--- config.mk ---
export PLATFORM = sky130hd
export DESIGN_NAME = reg_file_flags
export DESIGN_NICKNAME = d
export VERILOG_FILES = /design/src/rtl/reg_file_flags.sv
export SDC_FILE = /design/constraint.sdc
export NUM_CORES = 1
export LEC_CHECK = 0
export ABC_AREA = 1
export CORE_MARGIN = 2
export CORE_UTILIZATION = 35
export CTS_BUF_LIST = sky130_fd_sc_hd__clkbuf_4
export CTS_CLUSTER_SIZE = 40
export DETAILED_ROUTE_END_ITERATION = 8
export DONT_BUFFER_PORTS = 1
export PLACE_DENSITY = 0.52
export SYNTH_ARGS = -nofsm -noshare
export SYNTH_HDL_FRONTEND = slang
export SYNTH_SLANG_ARGS = --single-unit
--- constraint.sdc ---
create_clock -name clk -period 2.15 [get_ports clk]
set_input_delay 0.43 -clock clk [delete_from_list [all_inputs] [get_ports clk]]
set_output_delay 0.43 -clock clk [all_outputs]
set_load 0.01 [all_outputs]
--- src/rtl/reg_file_flags.sv ---
// reg_file_flags: DEPTH x WIDTH register file with two combinational read
// ports, one synchronous write port and a carry/zero flag register.
// Register 0 is hardwired to zero.
// Optional feature macro: RF_WRITE_BYPASS_EN forwards a same-cycle write
// to the read ports (write-before-read); when undefined the read ports see
// the array only.
`timescale 1ns/1ps

module reg_file_flags #(
  parameter int unsigned DEPTH = 8,
  parameter int unsigned WIDTH = 8
) (
  input  logic                     clk,
  input  logic                     rst_n,
  input  logic [$clog2(DEPTH)-1:0] ra_addr,
  input  logic [$clog2(DEPTH)-1:0] rb_addr,
  output logic [WIDTH-1:0]         ra_data,
  output logic [WIDTH-1:0]         rb_data,
  input  logic                     we,
  input  logic [$clog2(DEPTH)-1:0] w_addr,
  input  logic [WIDTH-1:0]         w_data,
  input  logic                     flag_we,
  input  logic                     c_in,
  input  logic                     z_in,
  output logic                     carry_flag,
  output logic                     zero_flag
);

  localparam int unsigned AW = $clog2(DEPTH);

  logic [WIDTH-1:0] r_regs [DEPTH];
  logic             r_carry;
  logic             r_zero;

  logic             w_wr_ok;
  logic [WIDTH-1:0] w_ra;
  logic [WIDTH-1:0] w_rb;

  // A write is only committed for non-zero addresses; entry 0 stays zero.
  assign w_wr_ok = we && (w_addr != '0);

  // Storage array: async clear, synchronous write-back.
  always_ff @(posedge clk or negedge rst_n) begin
    if (!rst_n) begin
      for (int unsigned i = 0; i < DEPTH; i++) begin
        r_regs[i] <= '0;
      end
    end else if (w_wr_ok) begin
      r_regs[w_addr] <= w_data;
    end
  end

  // Flag register: C and Z always update together.
  always_ff @(posedge clk or negedge rst_n) begin
    if (!rst_n) begin
      r_carry <= 1'b0;
      r_zero  <= 1'b0;
    end else if (flag_we) begin
      r_carry <= c_in;
      r_zero  <= z_in;
    end
  end

  // Read port A: array lookup, optional write forwarding, address 0 forced to zero.
  always_comb begin
    w_ra = r_regs[ra_addr];
`ifdef RF_WRITE_BYPASS_EN
    // Forwarding is suppressed while reset is held so the ports read zero.
    if (rst_n && w_wr_ok && (ra_addr == w_addr)) begin
      w_ra = w_data;
    end
`endif
    if (ra_addr == AW'(0)) begin
      w_ra = '0;
    end
  end

  // Read port B: identical structure to port A.
  always_comb begin
    w_rb = r_regs[rb_addr];
`ifdef RF_WRITE_BYPASS_EN
    if (rst_n && w_wr_ok && (rb_addr == w_addr)) begin
      w_rb = w_data;
    end
`endif
    if (rb_addr == AW'(0)) begin
      w_rb = '0;
    end
  end

  assign ra_data    = w_ra;
  assign rb_data    = w_rb;
  assign carry_flag = r_carry;
  assign zero_flag  = r_zero;

endmodule

Yosys cells after proc, flatten, opt, wreduce, memory -nomap -nowiden. Cells that the tools add are included.

Word-level logic and storage cells: 33. Memories: 0. Input port bits: 23. Output and inout bits: 18. RAM bits: 0. ROM bits: 0. Bits in latches: 0. Register bits: 66.

Equality and inequality tests: 0. Shift operators: 0. Bitwise gates (word level): 3. $mul: 0. Reductions and logical operators: 5. Mux-type cells: 11. $lt $le $gt $ge: 4. Divide/modulo/power cells: 0. $add $sub $neg: 0.

Operator list (number): bitwise mux 64 bit (1); two-way mux 8 bit (7); binary-select mux 8 bit (select 3 bit) (2); demux 8 bit (select 3 bit) (1); greater-or-equal comparator 4 bit, second input constant (3); NOT 3 -> 4 bit (3); zero test 3 bit (2); less-than comparator 4 x 1 -> 1 bit, second input constant (1); nonzero test 3 bit (1); logical AND 1 bit (2).

Logic depth before layout (Yosys ltp).
Depth in word-level cells: 6. Gate-level depth with buffers: 8.

Worst setup path after synthesis. Ideal clock, no wire load.

Kind: input -> output. Start: in rb_addr[1]. End: out rb_data[1]. Slack: 0.535 ns. Cell stages on the path: 7. Path buffers: 2. Arrival time: 1.185 ns. Cells stage by stage: buf_4 > clkinv_1 > buf_4 > nand3_1 > nand2_1 > nor2_1 > nor2_1.

Cells in the longest elaborated chain, start to end: 5.

RTL lines: from (decl) (RTL line 16) `input logic [$clog2(DEPTH)-1:0] rb_addr,`; NOT 3 -> 4 bit (not written as such) (RTL line 80) `w_rb = r_regs[rb_addr];`; binary-select mux 8 bit (select 3 bit) (RTL line 80); two-way mux 8 bit (not written as such) (2 in a row) (RTL line 80); two-way mux 8 bit (*) (RTL line 86) `if (rb_addr == AW'(0)) begin`; to (decl) (RTL line 18) `output logic [WIDTH-1:0] rb_data,`.

Every way passes the cells marked *; elsewhere a longest branch is shown, timed or not. The select of a mux whose other input is x is not followed.

Final worst setup path.
Start: reg r_regs[8] in the netlist's numbering. End: out rb_data[0].

Cells in the longest elaborated chain, start to end: 4.

RTL lines: from (decl) (RTL line 31) `logic [WIDTH-1:0] r_regs [DEPTH];`; from (signal, indexed assignment) (RTL line 49) `r_regs[w_addr] <= w_data;`; binary-select mux 8 bit (select 3 bit) (RTL line 80); two-way mux 8 bit (not written as such) (2 in a row) (RTL line 80); two-way mux 8 bit (RTL line 86).

Every way passes these cells. The select of a mux whose other input is x is not followed.

==> summary.txt <==
Run status
  – Status: finished, final reports clean

Worst setup path
  – Crit path DAT: 1.42 ns
  – R2r worst-path depth: 1
  – CP required: 1.72 ns
  – Worst setup SP type: flip-flop
  – Crit-path slowest cell: dfrtp_1
  – Critical Path Fanout Max: 3
  – CP endpoint kind: output port
  – Crit path largest cell delay: 0.41 ns
  – CP cell instances: inv_1 -> nand2_1 -> nand3_1 -> nand3_1 -> nand2_1 -> nor2_1
  – Critical path type: reg -> out

Route
  – Final WL: 11.08 mm
  – Routed vias: 3,328
  – Vias/cell: 4.865
  – Routed Antenna Nets: 0
  – Metal-1 WL: 5.504 mm
  – Initial drt markers: 307
  – Wire per inst: 16.20 um
  – 1st-pass router iterations: 5
  – Post-route DRC: 0
  – Met3 wire len: 713 um
  – Max Used Layer: met4
  – DR WL met2: 4.732 mm

Clock tree
  – Reg clk slew, reported paths: 0.12 ns
  – TritonCTS clock tree: built
  – Post-CTS Resized: 0
  – CTS sink count: 66
  – Clock Path Buffers: 2
  – Worst skew pair latency: 0.43 ns
  – Root Driver: clkbuf_4
  – Post-CTS setup buffer count: 0
  – Num CTS Buffers: 9
  – Hold-fix buffers at CTS: 2
  – H-tree Lvls: 3

Yosys
  – Synthesis Warnings: 0
  – Yosys cell types: 20
  – Yosys reg bits: 66
  – Seq/Total Area, Yosys: 42.39%
  – Synthesized Nets: 581
  – Leading area contributor after synthesis: dfrtp_1
  – Synth Instances: 558
  – Syn Std Cell Area: 3896 um2
  – Synth top area share: 42.39%
  – Avg Cell Area, Syn: 6.983 um2
  – Top cells by area, synth: dfrtp_1 (42%), nand2_1 (21%), inv_1 (7.3%)

Timing
  – Tmin final: 1.846 ns
  – Clock Skews: 0 ns
  – RSZ-0062 raised after global routing: false
  – Final setup vio count: 0
  – Crit share post-route: 85.87%
  – Final hold vios: 0
  – Slew headroom: 51.33%
  – Max Slew Vio Count: 0
  – Least-Margin Pin Slew: 0.7282 ns
  – Max Fclk: 0.5417 GHz
  – Post-Route Setup TNS: 0 ns

Power and ir drop
  – Pleak: 2.166 nW
  – VDD IR max: 0.3231 mV
  – Pwr dens: 818.3 nW/um2

Floorplan
  – Die area: 11,990 um2
  – I/O pins: 41
  – Row count: 38
  – Die Y: 109.5 um
  – Core Box Area: 10,840 um2
  – Starting Density: 35.94%
  – Width of the die: 109.5 um

Global routing
  – First-pass GRT wire length: 17.57 mm
  – Initial antenna violation count: 0
  – Vias in the first global route: 3,093
  – Largest net degree at the start of global routing: 67
  – All-Layer GR Usage: 19.94%
  – Global route overflow: 0

Min path
  – Min-delay worst type: in -> reg
  – Hold Path Depth: 2

Place
  – I/O Buffers: 0
  – DP Wirelength: 7.493 mm
  – Final Wtd Congestion: 0.8112

Layout
  – Util after Layout: 37.93%
  – Most frequent cells in the layout: nand2_1 (216), inv_1 (76), dfrtp_1 (66)
  – Final net count: 562
  – # diodes: 0
  – Most common cell after layout, fill and taps aside: nand2_1
  – Fraction of layout cells with a size suffix above 1: 7.169%
  – Area grow syn2layout: 5.523%

Job
  – Max-capacitance violation count: 0
power breakdown:
| group | internal (W) | switching (W) |
|---|---|---|
| Clock | 0.000577 | 0.000490 |
| Combinational | 0.000264 | 0.000459 |
| Sequential | 0.00144 | 0.000130 |
| Total | 0.00228 | 0.00108 |
final timing paths:
path | to | startpoint | slack (ns)
setup / recovery | rb_data[0] | r_regs[8] | 0.30
hold / removal | r_regs[4] | w_data[4] | 0.1
min in group asynchronous | r_regs[5] | rst_n | 0.52
max in group asynchronous | zero_flag | rst_n | 1.34
setup reg to reg | carry_flag | carry_flag | 1.34
hold reg to reg | r_regs[57] | r_regs[57] | 0.39
worst max-delay path: cells and delay by family (launching register included):
family | cells | cell delay [ns]
buffers and inverters | 1 | 0.05
flip-flops | 1 | 0.41
AND/OR/NAND/NOR | 5 | 0.53
layer usage:
layer	track usage, %	vias up
met5	0	-
met4	6.872	0
met3	5.513	13
met2	28.70	78
met1	28.61	1530
li1	-	1707
registers in the layout, summed over array words and instances, names as in the netlist:
register    cells
r_regs         64
carry_flag      1
zero_flag       1
cells in the mapped netlist, drive strengths merged:
master,n
nand2,216
mux2,2
nor2,23
inv,79
a21oi,1
clkbuf,10
buf,28
clkinv,1
o21ai,56
dfrtp,66
o211ai,28
nand3,47
nor3,1
metrics by stage:
step / cell area [um2] / total power, W / std cells / hold WS, ns / setup slack, ns
floorplan: 3896 / 0.002159 / 558 / 0.1344 / 0.5353
global placement: 3899 / 0.002284 / 666 / 0.1361 / 0.3894
detailed placement: 3899 / 0.002295 / 666 / 0.1362 / 0.3783
CTS: 4111 / 0.003397 / 684 / 0.08345 / 0.2633
global route: 4111 / 0.003598 / 684 / 0.08347 / 0.1198
finish: 4111 / 0.003364 / 684 / 0.09808 / 0.3039
cell families (layout without fill, tap and decap cells):
| logic type | Yosys count | in the layout | synth area share [%] |
|---|---|---|---|
| buffers and inverters | 118 | 104 | 13.62 |
| multiplexers | 2 | 2 | 0.5780 |
| flip-flops | 66 | 66 | 42.39 |
| AND/OR/NAND/NOR | 287 | 287 | 29.74 |
| AO/OA/AOI/OAI | 85 | 85 | 13.68 |
final cells by class:
type,instances,area [um2]
clock buffers,9,67.56
clock inverters,7,107.6
fillers,1157,6729
inverters,80,300.3
multi-input cells,374,1714
flip-flops and latches,66,1652
well taps,140,175.2
repair buffers,8,95.09
Note: power is estimated with default switching activity, not from simulation.
